--- src/rtl/dithering_pkg.sv ---
// Shared types and constants for the dithering_rgb pixel quantiser.
//   mode_e    : run-time quantisation mode (anything not ED/ORD behaves as truncate)
//   BAYER4    : 4x4 ordered-dither threshold matrix, values 0..15
//   bayer_idx : matrix lookup by (row, col)
package dithering_pkg;

  typedef enum logic [1:0] {
    MODE_TRUNC = 2'b00,
    MODE_ED    = 2'b01,
    MODE_ORD   = 2'b10
  } mode_e;

  localparam logic [3:0] BAYER4 [4][4] = '{
    '{4'd0,  4'd8,  4'd2,  4'd10},
    '{4'd12, 4'd4,  4'd14, 4'd6},
    '{4'd3,  4'd11, 4'd1,  4'd9},
    '{4'd15, 4'd7,  4'd13, 4'd5}
  };

  function automatic logic [3:0] bayer_idx(input logic [1:0] row, input logic [1:0] col);
    return BAYER4[row][col];
  endfunction

endpackage

--- src/rtl/dither_channel.sv ---
// One colour channel of the quantiser: truncate, 1-D error diffusion or ordered dither,
// selected per pixel by mode_i. Holds this channel's diffusion error and output register.
//   clk_i, rst_ni : clock, synchronous active-low reset
//   valid_i       : pixel qualifier; state and output update only when set
//   clr_err_i     : qualified frame start; error treated as 0 for this pixel
//   line_end_i    : qualified line end; error cleared after this pixel
//   mode_i        : active mode for this pixel
//   row_i, col_i  : Bayer matrix coordinates for this pixel
//   pix_i / pix_o : InW-bit input sample / registered OutW-bit result
module dither_channel
  import dithering_pkg::*;
#(
  parameter int unsigned InW       = 8,
  parameter int unsigned OutW      = 4,
  parameter int unsigned Threshold = 8
) (
  input  logic            clk_i,
  input  logic            rst_ni,
  input  logic            valid_i,
  input  logic            clr_err_i,
  input  logic            line_end_i,
  input  mode_e           mode_i,
  input  logic [1:0]      row_i,
  input  logic [1:0]      col_i,
  input  logic [InW-1:0]  pix_i,
  output logic [OutW-1:0] pix_o
);

  localparam int unsigned L    = InW - OutW;
  localparam int unsigned SumW = InW + 2;

  logic signed [L:0]      err_q, err_d, err_cur, ed_err;
  logic signed [SumW-1:0] sum;
  logic [OutW-1:0]        pix_q, pix_d, quo, ed_pix, ord_pix, trunc_pix, sel_pix;
  logic [L-1:0]           rem, dither;
  logic [3:0]             bayer;
  logic [InW:0]           ord_sum;

  always_comb begin
    // Error diffusion
    err_cur = clr_err_i ? '0 : err_q;
    sum     = $signed({2'b00, pix_i}) + $signed({{(SumW - L - 1){err_cur[L]}}, err_cur});
    quo     = sum[InW-1:L];
    rem     = sum[L-1:0];
    if (sum[SumW-1]) begin
      ed_pix = '0;
      ed_err = '0;
    end else if (sum[InW]) begin
      ed_pix = '1;
      ed_err = '0;
    end else if (rem >= L'(Threshold) && quo != '1) begin
      ed_pix = quo + 1'b1;
      // rem - 2^L in L+1-bit two's complement is just a leading 1 above rem
      ed_err = {1'b1, rem};
    end else begin
      ed_pix = quo;
      ed_err = {1'b0, rem};
    end

    // Ordered dither: scale the 4-bit matrix value onto the L discarded bits
    bayer   = bayer_idx(row_i, col_i);
    dither  = L'((32'(bayer) << L) >> 4);
    ord_sum = {1'b0, pix_i} + (InW + 1)'(dither);
    ord_pix = ord_sum[InW] ? '1 : OutW'(ord_sum >> L);

    trunc_pix = pix_i[InW-1:L];

    case (mode_i)
      MODE_ED:  sel_pix = ed_pix;
      MODE_ORD: sel_pix = ord_pix;
      default:  sel_pix = trunc_pix;
    endcase

    // Error tracks every mode so a mode switch at the next frame starts cleanly
    pix_d = pix_q;
    err_d = err_q;
    if (valid_i) begin
      pix_d = sel_pix;
      err_d = line_end_i ? '0 : ed_err;
    end
  end

  always_ff @(posedge clk_i) begin
    if (!rst_ni) begin
      pix_q <= '0;
      err_q <= '0;
    end else begin
      pix_q <= pix_d;
      err_q <= err_d;
    end
  end

  assign pix_o = pix_q;

endmodule

--- src/rtl/dithering_rgb.sv ---
// Multi-channel pixel quantiser, IN_W -> OUT_W bits per channel, 1-cycle latency, no
// backpressure. Mode is latched on each valid frame-start pixel. Pixel x/y counters
// (kept mod 4, all the Bayer lookup needs) are shared by every channel.
// Optional: define DITHER_TEMPORAL_EN to rotate the Bayer pattern with a 2-bit frame counter.
//   clk_i, rst_ni        : clock, synchronous active-low reset
//   in_valid_i           : pixel qualifier
//   in_pixel_i           : CHANNELS*IN_W packed pixel
//   frame_start_i        : first pixel of frame (qualified by in_valid_i)
//   line_end_i           : last pixel of line (qualified by in_valid_i)
//   mode_i               : 00 truncate, 01 error diffusion, 10 ordered, 11 truncate
//   out_valid_o          : registered in_valid_i
//   out_pixel_o          : CHANNELS*OUT_W quantised pixel (holds when not valid)
//   out_frame_start_o    : qualified frame start, delayed 1 cycle
//   out_line_end_o       : qualified line end, delayed 1 cycle
module dithering_rgb
  import dithering_pkg::*;
#(
  parameter int unsigned IN_W      = 8,
  parameter int unsigned OUT_W     = 4,
  parameter int unsigned CHANNELS  = 3,
  parameter int unsigned THRESHOLD = 8
) (
  input  logic                      clk_i,
  input  logic                      rst_ni,
  input  logic                      in_valid_i,
  input  logic [CHANNELS*IN_W-1:0]  in_pixel_i,
  input  logic                      frame_start_i,
  input  logic                      line_end_i,
  input  logic [1:0]                mode_i,
  output logic                      out_valid_o,
  output logic [CHANNELS*OUT_W-1:0] out_pixel_o,
  output logic                      out_frame_start_o,
  output logic                      out_line_end_o
);

  logic       fs, le;
  mode_e      mode_dec, mode_cur, mode_q, mode_d;
  logic [1:0] x_q, x_d, y_q, y_d, x_cur, y_cur, col, row;
  logic       valid_q, fs_q, le_q;

  assign fs = in_valid_i & frame_start_i;
  assign le = in_valid_i & line_end_i;

  always_comb begin
    case (mode_i)
      2'b01:   mode_dec = MODE_ED;
      2'b10:   mode_dec = MODE_ORD;
      default: mode_dec = MODE_TRUNC;
    endcase
  end

  // The frame-start pixel already uses the new mode and origin coordinates
  assign mode_cur = fs ? mode_dec : mode_q;
  assign x_cur    = fs ? 2'd0 : x_q;
  assign y_cur    = fs ? 2'd0 : y_q;

`ifdef DITHER_TEMPORAL_EN
  logic [1:0] fc_q, fc_d;

  // Frame N after reset uses fc = N-1; the counter advances after the frame-start pixel
  assign col  = x_cur + {fc_q[0], 1'b0};
  assign row  = y_cur + {fc_q[1], 1'b0};
  assign fc_d = fs ? fc_q + 2'd1 : fc_q;

  always_ff @(posedge clk_i) begin
    if (!rst_ni) fc_q <= '0;
    else         fc_q <= fc_d;
  end
`else
  assign col = x_cur;
  assign row = y_cur;
`endif

  always_comb begin
    mode_d = mode_q;
    x_d    = x_q;
    y_d    = y_q;
    if (in_valid_i) begin
      mode_d = mode_cur;
      if (le) begin
        x_d = 2'd0;
        y_d = y_cur + 2'd1;
      end else begin
        x_d = x_cur + 2'd1;
        y_d = y_cur;
      end
    end
  end

  always_ff @(posedge clk_i) begin
    if (!rst_ni) begin
      mode_q  <= MODE_TRUNC;
      x_q     <= '0;
      y_q     <= '0;
      valid_q <= 1'b0;
      fs_q    <= 1'b0;
      le_q    <= 1'b0;
    end else begin
      mode_q  <= mode_d;
      x_q     <= x_d;
      y_q     <= y_d;
      valid_q <= in_valid_i;
      fs_q    <= fs;
      le_q    <= le;
    end
  end

  for (genvar g = 0; g < CHANNELS; g++) begin : gen_ch
    dither_channel #(
      .InW       (IN_W),
      .OutW      (OUT_W),
      .Threshold (THRESHOLD)
    ) u_ch (
      .clk_i      (clk_i),
      .rst_ni     (rst_ni),
      .valid_i    (in_valid_i),
      .clr_err_i  (fs),
      .line_end_i (le),
      .mode_i     (mode_cur),
      .row_i      (row),
      .col_i      (col),
      .pix_i      (in_pixel_i[g*IN_W +: IN_W]),
      .pix_o      (out_pixel_o[g*OUT_W +: OUT_W])
    );
  end

  assign out_valid_o       = valid_q;
  assign out_frame_start_o = fs_q;
  assign out_line_end_o    = le_q;

endmodule

--- config.mk ---
export PLATFORM = sky130hd
export DESIGN_NAME = dithering_rgb
export DESIGN_NICKNAME = d
export VERILOG_FILES = /design/src/rtl/dithering_pkg.sv /design/src/rtl/dither_channel.sv /design/src/rtl/dithering_rgb.sv
export SDC_FILE = /design/constraint.sdc
export NUM_CORES = 1
export LEC_CHECK = 0
export ABC_AREA = 0
export CORE_MARGIN = 5
export CORE_UTILIZATION = 41
export DETAILED_ROUTE_END_ITERATION = 7
export HOLD_SLACK_MARGIN = 0.03
export SYNTH_ARGS = -nofsm -noshare
export SYNTH_HDL_FRONTEND = slang
export SYNTH_HIERARCHICAL = 1
export SYNTH_SLANG_ARGS = --single-unit
--- constraint.sdc ---
create_clock -name clk_i -period 6.3 [get_ports clk_i]
set_clock_uncertainty 0.2 [all_clocks]
set_input_delay 1.26 -clock clk_i [delete_from_list [all_inputs] [get_ports clk_i]]
set_output_delay 1.26 -clock clk_i [all_outputs]
set_load 0.02 [all_outputs]
# Word level (Yosys, flattened, before mapping)
# Cells that the tools add are included.
# totals
register_bits	36
input_bits	31
output_inout_bits	15
word_cells	84
# op_classes
n_addsub	11
magnitude_cmp	5
n_eq_ne	7
muxes	42
n_bitwise	4
n_reduce_logical	3
# ops
cell	count
$mux 5	15
$mux 4	14
$bmux 16 s2	1
$mux 16	2
$add 9x5->10	3
$add 8x4->9	3
$pmux 4 s2	3
$add 4x1->4 const B	3
$ge 4x4->1 const B	3
$ne 4x4->1 const B	3
$mux 2	5
$bmux 4 s2	1
$ge 3x3->1 const B	2
$not 2->3	2
$add 2x1->2 const B	2
$eq 2x1->1 const B	2
$eq 2x2->1 const B	2
$pmux 2 s2	1
$logic_and 1x1->1	3
$and 1x1->1	2

# Longest topological paths before layout
# Gate-level depths: netlist (run 1).
# logic_depth
ltp_word	12
mapped_depth	16
depth_no_buf	15

# By module
# Netlist (run 1), hierarchy kept.
# by_module_without_submodules
module	n_inst	cells_each	area_per_inst_um2	seq_area_each_um2
dither_channel	3	157	1293.7	180.2
dithering_rgb	1	48	409.1	180.2

# Worst setup path before layout (run 1)
# No wires, ideal clock.
# synth_path
path_type	input to register
start	input port in_valid_i
end	register gen_ch[0].u_ch.pix_q[1]
setup_ns	0.129
arrival_ns	4.036
required_ns	5.971
slack_ns	1.934
path_stages	15
path_buffers	1
path_cell_list	clkbuf_2 -> nand2_1 -> inv_1 -> and2b_1 -> ha_1 -> inv_1 -> fa_1 -> nand2b_1 -> a21oi_2 -> xnor2_1 -> xnor2_1 -> ha_1 -> a31oi_4 -> nor4_2 -> a211oi_1
# synth_via
elab_chain_cells	12
elab_cells_between_ends	26
cone_classes	3 x add/sub; 1 x order compare; 3 x eq/ne; 15 x mux; 3 x bitwise; 1 x reduce/logical
# synth_rtl
element	line_no	rtl
from (decl)	dithering_rgb.sv:25	input logic in_valid_i,
$and 1x1->1 (*)	dithering_rgb.sv:41	assign fs = in_valid_i & frame_start_i;
via fs	dithering_rgb.sv:36	logic fs, le;
$mux 2	dithering_rgb.sv:55	assign y_cur = fs ? 2'd0 : y_q;
$not 2->3 (implied by the code)	dithering_pkg.sv:21	return BAYER4[row][col];
$bmux 16 s2	dithering_pkg.sv:21	
$mux 16 (implied by the code) (2 in a row)	dithering_pkg.sv:21	
$bmux 4 s2	dithering_pkg.sv:21	
$mux 4 (implied by the code) (2 in a row)	dithering_pkg.sv:21	
$add 8x4->9	dither_channel.sv:63	ord_sum = {1'b0, pix_i} + (InW + 1)'(dither);
$mux 4	dither_channel.sv:64	ord_pix = ord_sum[InW] ? '1 : OutW'(ord_sum >> L);
$pmux 4 s2 (*)	dither_channel.sv:68	case (mode_i)
to (signal assigned)	dither_channel.sv:88	pix_q <= pix_d;
to (decl)	dither_channel.sv:34	logic [OutW-1:0] pix_q, pix_d, quo, ed_pix, ord_pix, trunc_pix, sel_pix;
# Mark *: on every way through the listed nets, which the timed path passes. The rest lies on a longest branch. The select of a mux whose other input is x is not followed.
# A chain may end at the register's enable or synchronous reset.

# Worst setup path in the final report (run 1)
# layout_path
start	input port frame_start_i
end	register gen_ch[0].u_ch.pix_q[1]
# layout_via
elab_chain_cells	12
elab_cells_between_ends	26
cone_classes	3 x add/sub; 1 x order compare; 3 x eq/ne; 15 x mux; 3 x bitwise; 1 x reduce/logical
# layout_rtl
element	line_no	rtl
from (decl)	dithering_rgb.sv:27	input logic frame_start_i,
$and 1x1->1 (*)	dithering_rgb.sv:41	
via fs	dithering_rgb.sv:36	
$mux 2	dithering_rgb.sv:55	
$not 2->3 (implied by the code)	dithering_pkg.sv:21	
$bmux 16 s2	dithering_pkg.sv:21	
$mux 16 (implied by the code) (2 in a row)	dithering_pkg.sv:21	
$bmux 4 s2	dithering_pkg.sv:21	
$mux 4 (implied by the code) (2 in a row)	dithering_pkg.sv:21	
$add 8x4->9	dither_channel.sv:63	
$mux 4	dither_channel.sv:64	
$pmux 4 s2 (*)	dither_channel.sv:68	
# Marks and branches as above.

==> reports/qor.yml, run 1 <==
first_global_vias: 3969
power.density_mw_per_mm2: 162
viasPerCell: 5.76
htreeDepth: 2
instances_no_fill: 696
drive_gt1_frac: 0.111
grt_first_pass_wirelength_mm: 19.2
cts.sinks: 36
yosysTopAreaCell: "dfxtp_1"
antenna_found_initial: 0
syn_nets: 583
via_count: 4011
ys_top_cells_by_area: "dfxtp_1 (17%), ha_1 (8.7%), xor2_1 (3.7%), inv_1 (3.5%), nand2b_1 (3.1%)"
grt_usage: 0.179
cts_hold_buf: 0
synthArstFlopShare: 0
port-buffer-count: 45
finalHoldViolations: 0
cts_tree: "yes"
post-route-period-util: 0.801
max_freq_mhz: 198
tightest_slew_ns: 0.743
drt_iter0_drc: 238
synth_flop_cell: "dfxtp_1"
synth_cells: 519
layout_min_cycle_time_ns: 5.05
fin_nets: 623
initial_core_util: 0.417
synth_top_cell_area_share: 0.168
cp.arrival_ns: 5.01
synth_cell_types: 63
dieArea_sq_mm: 0.0126
globalplace.congestion: 0.919
required_ns: 6.27
ir_worst_vdd_v: 0.0000876
synth_seq_cells: 36
diodes: 0
final_cell_mix: "clkdlybuf4s50_1 (45), inv_1 (40), dfxtp_1 (36)"
cts_root_buf: "clkbuf_8"
rsz0062_at_grt: "false"
layout_commonest_cell: "clkdlybuf4s50_1"
hp-class: "reg -> reg"
setup_violations: 0
cp-end-kind: "flip-flop"
synth_warnings: 6
ios: 46
cp_slowest_stage_delay_ns: 0.57
fin_hold_ws_ns: 0.266
p_leak_nw: 1.93
path_max_fanout: 22
slew-limit-headroom: 0.503
synth-seq-area-share: 0.168
syn-cell-area_sq_mm: 0.00429
critPathSlowestCell: "clkdlybuf4s50_1"
fp.coreArea_sq_mm: 0.0103
routedWlPerCell_um: 16.2
crit_type: "in -> reg"
drtPass1Iterations: 5
crit_path_cell_trace: "clkdlybuf4s50_1 -> nand2_1 -> inv_1 -> and2b_1 -> ha_1 -> inv_1 -> fa_1 -> nand2b_1 -> a21oi_2 -> xnor2_1 -> xnor2_1 -> ha_1 -> a31oi_4 -> nor4_2 -> a211oi_1"
cts_setup_buffers: 0
wirelength_mm: 11.3
hpwl_mm: 8.72
cts_resized: 0
finalSetupTns_ns: 0
syn_to_final_growth_pct: 14.0
grt_max_degree: 37
cp-start-kind: "primary input"
clock_latency_ns: 0.29
cts.clk_slew.worst_paths_ns: 0.08
place_inst: 688
drc: 0
antenna_left: 0
timing.final.max_slew_violations: 0
grt_overflow_total: 0
num_rows: 37
clock_path_buffers: 2
cap_violations: 0
dieHeight_um: 112
numCtsBuffers: 5
synth_edf_count: 0
syn_area_per_cell_sq_um: 8.27
status: "finished clean"
dieWidth_um: 112
==> sequential cells by signal (all words and copies together) (netlist names) <==
| register | count |
|---|---|
| out_frame_start_o | 1 |
| out_line_end_o | 1 |
| gen_ch.u_ch/pix_o | 12 |
| x_q | 2 |
| mode_q | 2 |
| out_valid_o | 1 |
| y_q | 2 |
| gen_ch.u_ch/err_q | 15 |
==> final timing paths <==
kind,start,end,slack (ns),depth (start not counted)
worst min-delay path,gen_ch[2].u_ch/err_q[1]$_SDFFE_PN0P_,gen_ch[2].u_ch/err_q[1]$_SDFFE_PN0P_,0.27,2
worst max register to register,y_q[0]$_SDFFE_PN0P_,gen_ch[0].u_ch/pix_o[1]$_SDFFE_PN0P_,3.10,10
worst max-delay path,frame_start_i,gen_ch[0].u_ch/pix_o[1]$_SDFFE_PN0P_,1.25,15
worst min register to register,gen_ch[2].u_ch/err_q[1]$_SDFFE_PN0P_,gen_ch[2].u_ch/err_q[1]$_SDFFE_PN0P_,0.27,2
==> worst max-delay path, delay by kind of cell <==
| family | cells | cell delay, ns |
|---|---|---|
| xor+xnor | 2 | 0.42 |
| buf+inv | 3 | 0.94 |
| compound gates | 3 | 0.53 |
| simple gates | 4 | 1.03 |
| fa+ha+maj | 3 | 0.84 |
==> routing by layer <==
metal | wire length [um] | up-vias | GRT usage
li1 | - | 1989 | -
met1 | 5370 | 1906 | 0.242
met2 | 5320 | 108 | 0.302
met3 | 527 | 8 | 0.0264
met4 | 87 | 0 | 0.0417
met5 | 0 | - | 0
==> cell type report <==
cell class                      count  area, sq um
Sequential cell                    36          721
Multi-Input combinational cell    429         3270
Fill cell                        1053         5390
Clock buffer                        5         68.8
Tap cell                          136          170
Clock inverter                      3         42.5
Timing Repair Buffer               47          465
Inverter                           40          150
==> where the power goes <==
group	total [mW]	internal, mW	switching (mW)
clock network	0.206	0.117	0.0889
registers	0.256	0.244	0.0114
logic	0.330	0.143	0.186
==> kinds of logic after synthesis <==
kind of cell,Yosys count,share of synthesized area
AND/OR/NAND/NOR,207,0.297
adder cells (fa/ha/maj),36,0.109
XOR/XNOR,33,0.0674
multiplexers,6,0.0227
AO/OA/AOI/OAI,147,0.267
buffers and inverters,54,0.0694
flip-flops,36,0.168
==> Yosys cell counts (4+ instances only) <==
library cell	instances
a211oi_1	7
a21boi_0	4
a21boi_1	7
a21oi_1	22
a22oi_1	12
a31oi_1	12
and2_1	5
and2_2	6
and2b_1	9
and3_1	4
and3_2	7
buf_6	4
clkbuf_8	6
dfxtp_1	36
ha_1	30
inv_1	40
nand2_1	34
nand2b_1	21
nand3_1	18
nand4_1	6
nor2_1	28
nor2b_1	16
nor3_1	13
o211ai_1	12
o21ai_0	25
xnor2_1	15
xor2_1	18
==> through the flow <==
| stage | total power [mW] | area [sq um] | util | setup WS (ns) |
|---|---|---|---|---|
| floorplan | 0.500 | 4290 | - | 1.93 |
| global placement | 0.585 | 4780 | 0.465 | 1.11 |
| detailed placement | 0.588 | 4780 | 0.465 | 0.950 |
| CTS | 0.801 | 4890 | 0.476 | 1.26 |
| global route | 0.848 | 4890 | 0.476 | 0.908 |
| finish | 0.792 | 4890 | 0.476 | 1.25 |
Power figures use the tool's default switching activity.
==> inputs of run 2 (changes only) <==
clock period = 4.45 ns   (was 6.3 ns; I/O delays follow)
==> run 2 against run 1 <==
Against the previous run:
- worst hold slack worse by 0.0017 ns
- critical endpoint is now gen_ch[1].u_ch/pix_o[1]$_SDFFE_PN0P_
- critical path type unchanged
- count of clock-buffer cells in the layout did not move
- setup slack got worse by 0.88 ns
- total power rose by 45%
- global-route usage increased by 0.27 points
- die area stayed put
- combinational power up 46%
==> reports/qor.yml, run 2 (synthesis gave the netlist of run 1 again) <==
status: "finished clean"
drtPass1Iterations: 5
clock_latency_ns: 0.29
tightest_slew_ns: 0.585
final_cell_mix: "clkdlybuf4s50_1 (45), inv_1 (40), dfxtp_1 (36)"
ir_worst_vdd_v: 0.000136
dieArea_sq_mm: 0.0126
placed_cell_area_sq_mm: 0.00490
layout_min_cycle_time_ns: 4.08
cp.arrival_ns: 4.05
numCtsBuffers: 5
cts_tree: "yes"
hp-class: "reg -> reg"
wl_met1_mm: 5.51
required_ns: 4.42
diodes: 0
cts.sinks: 36
via_count: 4058
largest_reg_flops: 15
top_register: "gen_ch.u_ch/err_q"
layout_commonest_cell: "clkdlybuf4s50_1"
fin_util: 0.487
viasPerCell: 5.70
timing.final.max_slew_violations: 0
port-buffer-count: 45
setup_violations: 0
cts_root_buf: "clkbuf_8"
grt_max_degree: 32
dieHeight_um: 112
grt_usage: 0.182
hpwl_mm: 8.95
finalSetupTns_ns: 0
regArea_sq_um: 721
routedWlPerCell_um: 16.3
cp-end-kind: "flip-flop"
ios: 46
htreeDepth: 2
drive_gt1_frac: 0.135
instances_no_fill: 712
wl_met3_um: 547
globalplace.congestion: 0.864
first_global_vias: 3937
grt_overflow_total: 0
crit_type: "in -> reg"
cts_resized: 0
final_area_sq_mm: 0.00501
drc: 0
drt_iter0_drc: 177
place_inst: 704
top_layer: "met4"
fillers: 1059
cts_hold_buf: 0
post-route-period-util: 0.916
num_rows: 37
wirelength_mm: 11.6
p_leak_nw: 2.01
finalPower_mw: 1.15
fp.coreArea_sq_mm: 0.0103
dieWidth_um: 112
clock_path_buffers: 2
cap_violations: 0
slew-limit-headroom: 0.609
grt_first_pass_wirelength_mm: 19.3
power.density_mw_per_mm2: 229
cp-start-kind: "primary input"
antenna_left: 0
cts.clk_slew.worst_paths_ns: 0.08
syn_to_final_growth_pct: 16.8
dr_wl_met2_mm: 5.45
finalHoldViolations: 0
fin_nets: 639
max_freq_mhz: 245
rsz0062_at_grt: "false"
multi_input_area_sq_mm: 0.00327
cts_setup_buffers: 0
path_max_fanout: 8
initial_core_util: 0.417
antenna_found_initial: 0
run 2: per-stage QoR:
| step | hold WS, ns | setup WS [ns] |
|---|---|---|
| 6_report | 0.265 | 0.373 |
| 5_1_grt | 0.298 | 0.0468 |
| 4_1_cts | 0.269 | 0.346 |
| 3_5_place_dp | 0.256 | 0.0392 |
| 3_3_place_gp | 0.251 | 0.106 |
| 2_1_floorplan | 0.240 | 0.454 |
run 2: worst paths after layout:
path                                         from  cells after the start                              endpoint  slack, ns
min          gen_ch[1].u_ch/err_q[3]$_SDFFE_PN0P_                      2  gen_ch[1].u_ch/err_q[3]$_SDFFE_PN0P_       0.26
max                                    in_valid_i                     14  gen_ch[1].u_ch/pix_o[1]$_SDFFE_PN0P_       0.37
max reg2reg  gen_ch[1].u_ch/err_q[0]$_SDFFE_PN0P_                     11  gen_ch[1].u_ch/pix_o[1]$_SDFFE_PN0P_       1.44
min reg2reg  gen_ch[1].u_ch/err_q[3]$_SDFFE_PN0P_                      2  gen_ch[1].u_ch/err_q[3]$_SDFFE_PN0P_       0.26
run 2: per-layer routing:
metal,up-vias,GRT usage
li1,2021,-
met1,1927,0.253
met2,102,0.295
met3,8,0.0318
met4,0,0.0417
met5,-,0
run 2: layout make-up:
cell class,instances,share of cell area
Clock buffer,5,0.0137
Clock inverter,3,0.00849
Inverter,40,0.0300
Multi-Input combinational cell,429,0.653
Sequential cell,36,0.144
Tap cell,136,0.0340
Timing Repair Buffer,63,0.117
run 2: report_power, final:
group          internal, mW  switching (mW)  total [mW]
combinational         0.214           0.269       0.483
clock                 0.166           0.139       0.305
sequential            0.346          0.0161       0.362
total                 0.726           0.424        1.15
run 2: critical path, cell delays in order:
cell	delay, ns
clkdlybuf4s50_1	0.43
nand2_1	0.11
inv_1	0.15
and2b_1	0.23
ha_1	0.15
inv_1	0.05
fa_1	0.40
nand2b_1	0.22
a211oi_1	0.36
a22oi_1	0.21
xnor2_1	0.36
a31oi_4	0.16
nor4_2	0.26
a211oi_1	0.07
==> inputs of run 3 (changes only) <==
--- a/config.mk
+++ b/config.mk
@@ -9,4 +9,5 @@
 export CORE_MARGIN = 5
 export CORE_UTILIZATION = 41
+export CTS_BUF_LIST = sky130_fd_sc_hd__clkbuf_16
 export DETAILED_ROUTE_END_ITERATION = 7
 export HOLD_SLACK_MARGIN = 0.03
==> constraint.sdc (replaced) <==
create_clock -name clk_i -period 4.45 [get_ports clk_i]
set_clock_uncertainty 0.2 [all_clocks]
set_input_delay 1.335 -clock clk_i [delete_from_list [all_inputs] [get_ports clk_i]]
set_output_delay 1.335 -clock clk_i [all_outputs]
set_load 0.02 [all_outputs]
==> run 3 against run 2 <==
Against the previous run:
- register-to-register slack improved by 0.20 ns
- cell area grew 10%
- cell count up 7.3%
- first-iteration DRC count up 27%
- clock power grew 13%
- combinational power is 17% higher
- sequential share of layout area shrank 1.3 points
- count of clock-buffer cells in the layout unchanged
- total power increased by 11%
- wire length is 4.8% higher
- global-route usage up 0.71 points
==> reports/qor.yml, run 3 (synthesis gave the netlist of run 1 again) <==
antenna_left: 0
post-place-ws_ns: -0.264
fin_hold_ws_ns: 0.264
fin_nets: 691
setup_violations: 0
regArea_sq_um: 721
drt_iter0_drc: 225
post-route-period-util: 0.958
place_inst: 754
status: "finished clean"
clock_latency_ns: 0.28
multi_input_area_sq_mm: 0.00336
port-buffer-count: 45
instances_no_fill: 764
finalHoldViolations: 0
dieArea_sq_mm: 0.0126
largest_reg_flops: 15
routedWlPerCell_um: 15.9
layout_min_cycle_time_ns: 4.26
drtPass1Iterations: 5
max_freq_mhz: 235
fp.coreArea_sq_mm: 0.0103
drive_gt1_frac: 0.231
initial_core_util: 0.417
cts.sinks: 36
numCtsBuffers: 5
r2r_cells: 12
drc: 0
slew-limit-headroom: 0.593
via_count: 4278
wirelength_mm: 12.2
htreeDepth: 2
dieWidth_um: 112
top_register: "gen_ch.u_ch/err_q"
final_cell_mix: "buf_4 (70), clkdlybuf4s50_1 (45), inv_1 (39)"
cp-start-kind: "primary input"
rrSetupSlack_ns: 1.64
grt_overflow_total: 0
syn_to_final_growth_pct: 28.6
layout_commonest_cell: "buf_4"
fin_util: 0.537
cts.clk_slew.worst_paths_ns: 0.06
diodes: 0
grt_usage: 0.189
cts_tree: "yes"
crit_type: "in -> reg"
timing.final.max_slew_violations: 0
ios: 46
globalplace.congestion: 0.896
first_global_vias: 4104
num_rows: 37
required_ns: 4.41
min_from: "gen_ch[0].u_ch/err_q[3]$_SDFFE_PN0P_"
cap_violations: 0
setup_slack_ns: 0.187
timing.rr.start: "gen_ch[2].u_ch/err_q[0]$_SDFFE_PN0P_"
viasPerCell: 5.60
hp-class: "reg -> reg"
p_leak_nw: 2.33
rr_endpoint: "gen_ch[2].u_ch/pix_o[1]$_SDFFE_PN0P_"
cp-end-kind: "flip-flop"
cp.arrival_ns: 4.22
power.density_mw_per_mm2: 231
fillers: 989
hpwl_mm: 9.58
cts_root_buf: "clkbuf_16"
antenna_found_initial: 0
grt_max_degree: 32
ir_worst_vdd_v: 0.000161
whs_endpoint: "gen_ch[0].u_ch/err_q[3]$_SDFFE_PN0P_"
clock_path_buffers: 2
tightest_slew_ns: 0.609
finalPower_mw: 1.28
min_path_cells: 2
path_max_fanout: 6
dieHeight_um: 112
grt_first_pass_wirelength_mm: 20.1
## run 3: routing by layer
| metal | global-route usage | part of all wire |
|---|---|---|
| met5 | 0 | 0 |
| met4 | 0.0481 | 0.013 |
| met3 | 0.0248 | 0.046 |
| met2 | 0.308 | 0.47 |
| met1 | 0.264 | 0.47 |
## run 3: timing repair
item | in CTS | in global routing
gates resized for setup | 0 | 16
endpoints found under the setup margin | 0 | 15
hold buffers | 0 | 0
buffers inserted | 0 | 2
## run 3: layout make-up
class	count	area share
multi-input cells	429	0.608
flip-flops and latches	36	0.131
well taps	136	0.0308
clock buffers	5	0.0227
repair buffers	115	0.177
clock inverters	3	0.00340
inverters	40	0.0272
## run 3: worst max path at each step
stage | from | to | slack, ns | depth (start not counted)
after floorplan | in_valid_i | gen_ch[0].u_ch/pix_o[1]$_SDFFE_PN0P_ | 0.009 | 15
after global placement | in_valid_i | gen_ch[2].u_ch/pix_o[0]$_SDFFE_PN0P_ | -0.18 | 15
after detailed placement | in_valid_i | gen_ch[0].u_ch/pix_o[1]$_SDFFE_PN0P_ | -0.26 | 14
after CTS | in_valid_i | gen_ch[0].u_ch/pix_o[1]$_SDFFE_PN0P_ | 0.02 | 14
after global routing | in_valid_i | gen_ch[2].u_ch/pix_o[1]$_SDFFE_PN0P_ | -0.05 | 15
final | in_valid_i | gen_ch[1].u_ch/pix_o[1]$_SDFFE_PN0P_ | 0.19 | 15
## run 3: stage by stage
stage	area (sq um)	TNS, ns
global route	5520	-0.0535
finish	5520	0
global placement	5270	-1.53
floorplan	4290	0
detailed placement	5270	-2.37
CTS	5420	0
## run 3: power breakdown
| group | leakage (nW) | internal [mW] | switching (mW) |
|---|---|---|---|
| Clock | 0.0736 | 0.206 | 0.140 |
| Combinational | 1.96 | 0.275 | 0.291 |
| Sequential | 0.296 | 0.346 | 0.0172 |
## run 3: critical path: stages
cell	delay (ns)
clkdlybuf4s50_1	0.45
nand2_2	0.12
inv_2	0.07
and2b_1	0.19
ha_1	0.15
inv_1	0.05
fa_1	0.36
nand2b_1	0.20
a21oi_2	0.19
xnor2_1	0.17
xnor2_1	0.18
ha_2	0.27
a31oi_4	0.12
nor4_2	0.27
a211oi_1	0.08
